**src/rtl/adder_bist_pkg.sv**
```systemverilog
// Shared types and constants for the adder BIST controller: FSM states,
// LFSR tap mask, default seeds and the four fixed corner vectors.
package adder_bist_pkg;

  typedef enum logic [2:0] {
    S_IDLE   = 3'd0,
    S_DRIVE  = 3'd1,
    S_SETTLE = 3'd2,
    S_CHECK  = 3'd3,
    S_DONE   = 3'd4
  } state_e;

  // x^8 + x^6 + x^5 + x^4 + 1 -> state bits 7,5,4,3 feed bit 0
  localparam logic [7:0] LFSR_TAPS  = 8'hB8;
  localparam logic [7:0] DEF_SEED_A = 8'hA5;
  localparam logic [7:0] DEF_SEED_B = 8'h3C;

  typedef struct packed {
    logic [7:0] a;
    logic [7:0] b;
    logic       sub;
    logic       cin;
  } vec_t;

  function automatic vec_t corner_vec(input logic [1:0] idx);
    case (idx)
      2'd0:    return vec_t'{a: 8'hFF, b: 8'h01, sub: 1'b0, cin: 1'b0};
      2'd1:    return vec_t'{a: 8'hAA, b: 8'h55, sub: 1'b0, cin: 1'b0};
      2'd2:    return vec_t'{a: 8'h00, b: 8'h01, sub: 1'b1, cin: 1'b0};
      default: return vec_t'{a: 8'h80, b: 8'h80, sub: 1'b1, cin: 1'b0};
    endcase
  endfunction

endpackage

```
**src/rtl/lfsr8.sv**
```systemverilog
// 8-bit Fibonacci LFSR, shifts left with feedback into bit 0.
// A zero seed is replaced by 8'h01 so the register never locks up.
module lfsr8
  import adder_bist_pkg::*;
(
  input  logic       clk,
  input  logic       reset,
  input  logic       load,
  input  logic [7:0] seed,
  input  logic       step,
  output logic [7:0] q
);

  logic [7:0] seed_eff;
  logic [7:0] q_q;

  assign seed_eff = (seed == 8'h00) ? 8'h01 : seed;
  assign q        = q_q;

  always_ff @(posedge clk or posedge reset) begin
    if (reset)     q_q <= seed_eff;
    else if (load) q_q <= seed_eff;
    else if (step) q_q <= {q_q[6:0], ^(q_q & LFSR_TAPS)};
  end

endmodule

```
**src/rtl/adder_bist.sv**
```systemverilog
// BIST controller for the 8-bit add/subtract unit: drives corner then LFSR
// vectors, checks {c7,sum} against a computed result, reports pass/fail.
module adder_bist
  import adder_bist_pkg::*;
#(
  parameter int unsigned NUM_VECTORS   = 256,
  parameter int unsigned SETTLE_CYCLES = 2,
  parameter logic [7:0]  SEED_A        = DEF_SEED_A,
  parameter logic [7:0]  SEED_B        = DEF_SEED_B
) (
  input  logic       clk,
  input  logic       reset,
  input  logic       start,
  output logic [7:0] a,
  output logic [7:0] b,
  output logic       cin0,
  output logic       subtract,
  input  logic       c7,
  input  logic [7:0] sum,
  output logic       busy,
  output logic       done,
  output logic       pass,
  output logic [7:0] err_count,
  output logic [7:0] fail_a,
  output logic [7:0] fail_b,
  output logic       fail_sub
);

  localparam logic [15:0] LAST_IDX    = 16'(NUM_VECTORS - 1);
  localparam logic [3:0]  SETTLE_LAST = 4'(SETTLE_CYCLES - 1);

  state_e      state_q;
  logic [15:0] idx_q;
  logic [3:0]  settle_q;
  vec_t        vec_q, vec_d;
  logic        busy_q, done_q, pass_q;
  logic [7:0]  err_q, err_d;
  logic [7:0]  fail_a_q, fail_b_q;
  logic        fail_sub_q;
  logic [7:0]  lfsr_a, lfsr_b;
  logic        start_ok, lfsr_step, mismatch, last;

  // Subtraction is a + ~b + 1; carry out set means no borrow.
  function automatic logic [8:0] expected(input vec_t v);
    if (v.sub) return {1'b0, v.a} + {1'b0, ~v.b} + 9'd1;
    return {1'b0, v.a} + {1'b0, v.b} + {8'd0, v.cin};
  endfunction

  assign start_ok  = start && (state_q == S_IDLE || state_q == S_DONE);
  assign last      = (idx_q == LAST_IDX);
  assign lfsr_step = (state_q == S_CHECK) && (idx_q >= 16'd3);
  assign mismatch  = ({c7, sum} != expected(vec_q));
  assign err_d     = (mismatch && err_q != 8'hFF) ? err_q + 8'd1 : err_q;

  lfsr8 u_lfsr_a (
    .clk(clk), .reset(reset), .load(start_ok), .seed(SEED_A), .step(lfsr_step), .q(lfsr_a)
  );
  lfsr8 u_lfsr_b (
    .clk(clk), .reset(reset), .load(start_ok), .seed(SEED_B), .step(lfsr_step), .q(lfsr_b)
  );

  always_comb begin
    vec_d = '0;
    if (idx_q < 16'd4) begin
      vec_d = corner_vec(idx_q[1:0]);
    end else begin
      vec_d.a   = lfsr_a;
      vec_d.b   = lfsr_b;
      vec_d.sub = idx_q[0];
      vec_d.cin = idx_q[1] & ~idx_q[0];
    end
  end

  always_ff @(posedge clk or posedge reset) begin
    if (reset) begin
      state_q    <= S_IDLE;
      idx_q      <= '0;
      settle_q   <= '0;
      vec_q      <= '0;
      busy_q     <= 1'b0;
      done_q     <= 1'b0;
      pass_q     <= 1'b0;
      err_q      <= '0;
      fail_a_q   <= '0;
      fail_b_q   <= '0;
      fail_sub_q <= 1'b0;
    end else begin
      case (state_q)
        S_IDLE, S_DONE: begin
          if (start) begin
            state_q    <= S_DRIVE;
            idx_q      <= '0;
            err_q      <= '0;
            fail_a_q   <= '0;
            fail_b_q   <= '0;
            fail_sub_q <= 1'b0;
            busy_q     <= 1'b1;
            done_q     <= 1'b0;
            pass_q     <= 1'b0;
          end
        end
        S_DRIVE: begin
          vec_q    <= vec_d;
          settle_q <= SETTLE_LAST;
          state_q  <= S_SETTLE;
        end
        S_SETTLE: begin
          if (settle_q == 4'd0) state_q  <= S_CHECK;
          else                  settle_q <= settle_q - 4'd1;
        end
        S_CHECK: begin
          err_q <= err_d;
          // err_q only grows on a mismatch, so zero marks the first one
          if (mismatch && err_q == 8'd0) begin
            fail_a_q   <= vec_q.a;
            fail_b_q   <= vec_q.b;
            fail_sub_q <= vec_q.sub;
          end
          if (last) begin
            state_q <= S_DONE;
            busy_q  <= 1'b0;
            done_q  <= 1'b1;
            pass_q  <= (err_d == 8'd0);
          end else begin
            idx_q   <= idx_q + 16'd1;
            state_q <= S_DRIVE;
          end
        end
        default: state_q <= S_IDLE;
      endcase
    end
  end

  assign a         = vec_q.a;
  assign b         = vec_q.b;
  assign cin0      = vec_q.cin;
  assign subtract  = vec_q.sub;
  assign busy      = busy_q;
  assign done      = done_q;
  assign pass      = pass_q;
  assign err_count = err_q;
  assign fail_a    = fail_a_q;
  assign fail_b    = fail_b_q;
  assign fail_sub  = fail_sub_q;

endmodule

```
**config.mk**
```make
export PLATFORM = sky130hd
export DESIGN_NAME = adder_bist
export DESIGN_NICKNAME = d
export VERILOG_FILES = /design/src/rtl/adder_bist_pkg.sv /design/src/rtl/lfsr8.sv /design/src/rtl/adder_bist.sv
export SDC_FILE = /design/constraint.sdc
export NUM_CORES = 1
export LEC_CHECK = 0
export BUFFER_PORTS_ARGS = -buffer_cell sky130_fd_sc_hd__clkbuf_2
export CAP_MARGIN = 20
export CORE_MARGIN = 2
export CORE_UTILIZATION = 59
export DETAILED_ROUTE_END_ITERATION = 10
export PLACE_DENSITY = 0.85
export SLEW_MARGIN = 20
export SYNTH_ARGS = -nofsm -noshare
export SYNTH_HDL_FRONTEND = slang
export SYNTH_SLANG_ARGS = --single-unit
```
**constraint.sdc**
```tcl
create_clock -name clk -period 4.6 [get_ports clk]
set_clock_uncertainty 0.2 [all_clocks]
set_input_delay 0.23 -clock clk [delete_from_list [all_inputs] [get_ports clk]]
set_output_delay 0.23 -clock clk [all_outputs]
set_load 0.01 [all_outputs]
```
# Word-level counts from Yosys, hierarchy flattened
# Index checks and enable logic that the tools add are counted.
dict set report word_totals {
  output_inout_bits 46
  in_bits 12
  word_cells 100
  register_bits 85
}
dict set report op_classes {
  n_eq_ne 15
  magnitude_cmp 2
  reduce_logical 22
  n_mux 35
  add_sub_neg 7
  bitwise_logic 3
}
# op count
set ops {}
lappend ops {{8-bit 2-to-1 mux} 8}
lappend ops {{18-bit one-hot mux with 3 select lines} 1}
lappend ops {{8-bit one-hot mux with 2 select lines} 3}
lappend ops {{16-bit 2-to-1 mux} 2}
lappend ops {{16-bit one-hot mux with 2 select lines} 1}
lappend ops {{8-bit by 8-bit adder with 9-bit output} 2}
lappend ops {{18-bit 2-to-1 mux} 1}
lappend ops {{9-bit 2-to-1 mux} 2}
lappend ops {{16-bit by 1-bit adder with 16-bit output, second input constant} 1}
lappend ops {{16-bit by 8-bit == test with 1-bit output, second input constant} 1}
lappend ops {{16-bit by 2-bit >= comparator with 1-bit output, second input constant} 1}
lappend ops {{8-bit zero test} 2}
lappend ops {{16-bit by 3-bit < comparator with 1-bit output, second input constant} 1}
lappend ops {{8-bit parity} 2}
lappend ops {{3-bit one-hot mux with 4 select lines} 1}
lappend ops {{2-bit inequality test, second input constant} 5}
lappend ops {{9-bit by 1-bit adder with 9-bit output} 1}
lappend ops {{9-bit by 1-bit adder with 9-bit output, second input constant} 1}
lappend ops {{3-bit 2-to-1 mux} 3}
lappend ops {{9-bit inequality test} 1}
lappend ops {{3-bit AND reduction} 3}
lappend ops {{8-bit by 1-bit adder with 8-bit output, second input constant} 1}
lappend ops {{8-bit inequality test, second input constant} 1}
lappend ops {{8-bit inverter} 1}
lappend ops {{other kinds (21)} 38}

# Logic depth before layout (Yosys ltp)
dict set report depth {
  word_depth 11
  mapped_depth 14
  depth_no_buf 13
}

# Worst setup path before layout
# No wires, ideal clock.
dict set report synth_path {
  kind {register -> register}
  start {register vec_q, in the netlist a[0]}
  end {register pass_q (netlist: pass)}
  arrival_ns 3.068
  path_stages_with_launch 14
  n_path_buf 1
  slack_ns 1.240
  required_time_ns 4.308
  cell_sequence {dfrtp_1 -> fa_1 -> fa_1 -> nand2b_1 -> a21oi_1 -> o211ai_2 -> o211ai_1 -> mux2_4 -> a2111oi_4 -> a21o_1 -> buf_6 -> and3_1 -> o221ai_2 -> o31ai_2}
}
dict set report synth_between {
  elab_chain_cells 10
  word_cells_on_any_way 12
  cone_classes {add/sub: 4; eq/ne: 1; mux: 5; reduce/logical: 2}
}
# element line
set synth_lines {}
lappend synth_lines {{start: declaration} adder_bist.sv:35} ;# vec_t vec_q, vec_d;
lappend synth_lines {{start signal: assignment} adder_bist.sv:103} ;# vec_q <= vec_d;
lappend synth_lines {{8-bit by 8-bit adder with 9-bit output} adder_bist.sv:45} ;# if (v.sub) return {1'b0, v.a} + {1'b0, ~v.b} + 9'd1;
lappend synth_lines {{9-bit by 1-bit adder with 9-bit output} adder_bist.sv:45}
lappend synth_lines {{9-bit 2-to-1 mux} adder_bist.sv:45}
lappend synth_lines {{9-bit 2-to-1 mux *} adder_bist.sv:46} ;# return {1'b0, v.a} + {1'b0, v.b} + {8'd0, v.cin};
lappend synth_lines {{9-bit inequality test *} adder_bist.sv:52} ;# assign mismatch = ({c7, sum} != expected(vec_q));
lappend synth_lines {{1-bit logical AND *} adder_bist.sv:53} ;# assign err_d = (mismatch && err_q != 8'hFF) ? err_q + 8'd1 : err_q;
lappend synth_lines {{8-bit 2-to-1 mux *} adder_bist.sv:53}
lappend synth_lines {{8-bit zero test *} adder_bist.sv:123} ;# pass_q <= (err_d == 8'd0);
lappend synth_lines {{1-bit 2-to-1 mux *} adder_bist.sv:119} ;# if (last) begin
lappend synth_lines {{1-bit one-hot mux with 2 select lines *} adder_bist.sv:88} ;# case (state_q)
lappend synth_lines {{end signal: assignment} adder_bist.sv:123}
lappend synth_lines {{end: declaration} adder_bist.sv:36} ;# logic busy_q, done_q, pass_q;
# Every way passes the cells marked *; elsewhere a longest branch is shown, timed or not. The select of a mux whose other input is x is not followed.
# A chain may end at the register's enable or synchronous reset.

# Worst setup path in the final report
dict set report layout_path {
  start {register vec_q, in the netlist b[0]}
  end {register fail_b_q[6] (netlist: fail_b[6])}
}
dict set report layout_between {
  elab_chain_cells 9
  word_cells_on_any_way 11
  cone_classes {add/sub: 4; eq/ne: 2; mux: 2; bitwise: 1; reduce/logical: 2}
}
# element line
set layout_lines {}
lappend layout_lines {{8-bit inverter} adder_bist.sv:45}
lappend layout_lines {{8-bit by 8-bit adder with 9-bit output} adder_bist.sv:45}
lappend layout_lines {{9-bit by 1-bit adder with 9-bit output} adder_bist.sv:45}
lappend layout_lines {{9-bit 2-to-1 mux} adder_bist.sv:45}
lappend layout_lines {{9-bit 2-to-1 mux *} adder_bist.sv:46}
lappend layout_lines {{9-bit inequality test *} adder_bist.sv:52}
lappend layout_lines {{1-bit logical AND *} adder_bist.sv:114} ;# if (mismatch && err_q == 8'd0) begin
lappend layout_lines {{2-bit by 1-bit inequality test with 1-bit output (no source line) *} -}
lappend layout_lines {{3-bit AND reduction (no source line) *} -}
lappend layout_lines {{end signal: assignment} adder_bist.sv:116} ;# fail_b_q <= vec_q.b;
lappend layout_lines {{end: declaration} adder_bist.sv:38} ;# logic [7:0] fail_a_q, fail_b_q;
# Marks and branches as above.

==> run summary <==
================================================================================
Area of the die                                                         9040 um2
Post-CTS Repair Setup Buffers                                                  0
Ratio of cells with drive above 1 in the final layout                     0.1550
Most used DFF post-synth                                                 dfrtp_1
Remaining design rule violation count                                          0
Count of endpoints failing hold in the final timing report                     0
Largest cells by area after synthesis                               dfrtp_1 39%, ha_1 6.1%, nand2_1 5.3%
Pin slew with the least headroom to its limit                           1.000 ns
Clock tree from TritonCTS                                                  built
Synth Instances                                                              548
Clock net sink count                                                          85
Critical path type                                                  flop to flop
Number of antenna violations at the first check in global routing              0
Die width                                                               95.08 um
Clock root buffer                                                       clkbuf_8
Largest area contributor in the synthesized netlist                      dfrtp_1
Power after layout                                                      3.841 mW
Data required time of the critical path                                  4.66 ns
Worst relative slew slack                                                 0.3325
Ratio of total power to cell area                                   712.2 nW/um2
Commonest non-fill, non-tap cell in the layout                           dfrtp_1
Number of nets with antenna violations after detailed routing                  0
Max Cap Viol                                                                   0
Peak supply drop                                                       0.2667 mV
Number of synthesized flops with an enable pin                                 0
Quantity of I/O buffers inserted on ports                                     57
Detailed placer's ending HPWL                                            8078 um
Fraction of registers with async set or reset after synthesis              1.000
Initial cell density of the core                                          0.6018
Area share of the largest cell type after synthesis                       0.3937
Post-Synthesis Net Count                                                     587
Nets@finish                                                                  635
Final critical-path required period                                     3.768 ns
Number of antenna repair diodes                                                0
Count of cell types in the netlist                                            62
CP max FO                                                                     27
Final max-slew violation count                                                 0
Mean cell area of the mapped netlist                                   8.932 um2
Total of warnings raised by yosys                                              0
Maximum clock path buffer count                                                2
Via count of the first global-routing pass                                  3944
Startpoint type of the worst setup path                                     flop
Arrival time reported for the critical path endpoint                     3.82 ns
Routed len/inst                                                         16.32 um
Synth-to-layout area growth                                               10.17%
GRT Residual Overflow                                                          0
DIE HEIGHT                                                              95.08 um
First DRT Iteration DRCs                                                     348
Total CTS buffers                                                              9
Final Util                                                                0.6630
Final weighted congestion in routability-driven placement                 0.9213
# H-tree levels                                                                3
Maximum number of pins on one net before global-route repair                  47
Sequential fraction of the synthesis area                                 0.4366
Placeable core area                                                     8134 um2
DRT Wirelength                                                          11510 um
Number of fill cells                                                         638
#FFs+latches synth                                                            85
Result of the run                                                   complete, no violations
Combined area of all synthesized cells                                  4895 um2
Fin Setup TNS                                                               0 ns
Clock slew at reported path FFs                                          0.09 ns
Top-Level Pins                                                                58
Achievable Freq                                                        265.4 MHz
Number of endpoints failing setup at the final stage                           0
Share of the clock period used by the worst path                          0.8192
Wire length of the first global-routing pass                            18580 um
Total Routing Usage GR                                                    0.2657
HP Class                                                            flop to flop
Leakage                                                                 2.565 nW
Leading cell types in the layout, fill and taps excluded            77 x dfrtp_1, 69 x nand2_1, 57 x nor2_1, 57 x clkbuf_2, 45 x nand3_1
Worst-skew pair later-pin latency                                        0.36 ns
Setup repair after global routing missed its margin                           no
Average vias per placed instance                                           6.055
# rows                                                                        33
Number of detailed-routing iterations run before antenna repair                5
Element type at the critical path end                                       flop
Vias                                                                        4269
================================================================================
cells by family (layout without fill, tap and decap cells):
kind of cell	count (synthesis)	in the layout	synth area share
simple gates	219	219	0.2060
compound gates	124	124	0.1634
flops	85	85	0.4366
buf+inv	53	105	0.04550
xor+xnor	33	33	0.05905
fa+ha+maj	27	27	0.07362
mux	7	7	0.01585
flip-flops by register name, summed over array words and instances, names as in the netlist, 3 cells and up:
| register | flops |
|---|---|
| u_lfsr_b.q | 8 |
| err_count | 8 |
| state_q | 3 |
| fail_b | 8 |
| b | 8 |
| u_lfsr_a.q | 8 |
| fail_a | 8 |
| a | 8 |
| idx_q | 16 |
| settle_q | 4 |
per-layer routing:
metal | global-route usage | vias to the layer above | wire [um]
li1 | - | 1991 | -
met1 | 0.3565 | 2094 | 4987
met2 | 0.4296 | 157 | 5598
met3 | 0.04506 | 27 | 632
met4 | 0.1099 | 0 | 289
met5 | 0 | - | 0
what timing repair did:
| action | in CTS | in global routing |
|---|---|---|
| resized for setup | 0 | 0 |
| hold buffers | 2 | 0 |
| hold endpoints to repair | 34 | 0 |
path summary, 6_finish.rpt:
kind                       depth (start not counted)  slack [ns]                   start                      to
max reg2reg                                       12        0.83        b[0]$_DFFE_PP0P_   fail_b[6]$_DFFE_PP0P_
max in group asynchronous                          4        2.86                   reset        a[1]$_DFFE_PP0P_
min reg2reg                                        1        0.28  state_q[2]$_DFFE_PP0P_  state_q[1]$_DFFE_PP0P_
min                                                1        0.28  state_q[2]$_DFFE_PP0P_  state_q[1]$_DFFE_PP0P_
min in group asynchronous                          3        0.30                   reset  state_q[2]$_DFFE_PP0P_
max                                               12        0.83        b[0]$_DFFE_PP0P_   fail_b[6]$_DFFE_PP0P_
worst max-delay path, stage by stage (launching register included):
cell and delay [ns]:
dfrtp_1 0.45, fa_1 0.46, fa_1 0.41, nand2b_1 0.09
a21oi_1 0.10, o211ai_2 0.14, o211ai_1 0.13, mux2_4 0.33
a2111oi_4 0.39, nand2_1 0.23, nand4_2 0.49, nand3_1 0.12
o21ai_0 0.11
final cells by class:
type,instances,area (um2),share of cell area
timing repair buffer,61,320.3,0.05940
tap,105,131.4,0.02436
multi-input combinational,410,2537,0.4705
inverter,29,110.1,0.02042
clock inverter,5,28.78,0.005336
clock buffer,10,127.6,0.02367
sequential,85,2137,0.3963
through the flow:
| step | instance area (um2) | setup WS [ns] | cells | hold WS, ns |
|---|---|---|---|---|
| after floorplan | 4895 | 1.240 | 548 | 0.1140 |
| after global placement | 5216 | 1.017 | 688 | 0.1232 |
| after detailed placement | 5216 | 0.8429 | 688 | 0.1360 |
| after CTS | 5393 | 0.8164 | 705 | 0.2798 |
| after global routing | 5393 | 0.4896 | 705 | 0.3220 |
| final | 5393 | 0.8317 | 705 | 0.2788 |
Yosys cell counts (all sizes together), types with 3 or more instances:
cell type  number
a21oi          35
dfrtp          77
clkbuf         17
nand2          69
nand3          45
buf             7
xnor2          20
mux2i           4
mux2            3
o21a            4
nand4           4
xor2           13
fa              3
and3            5
a2111oi         3
nor4            3
or3             3
nand2b          8
nor2b           3
ha             24
nor2           58
nor3            8
inv            29
o31ai           5
o21ai          41
a211oi          8
a31oi           6
dfstp           8
and2            3
where the power goes:
part | internal [mW] | switching, mW
Clock | 0.191 | 0.257
Combinational | 0.808 | 1.28
Sequential | 1.01 | 0.293
Total | 2.01 | 1.83
Power figures use the tool's default switching activity.
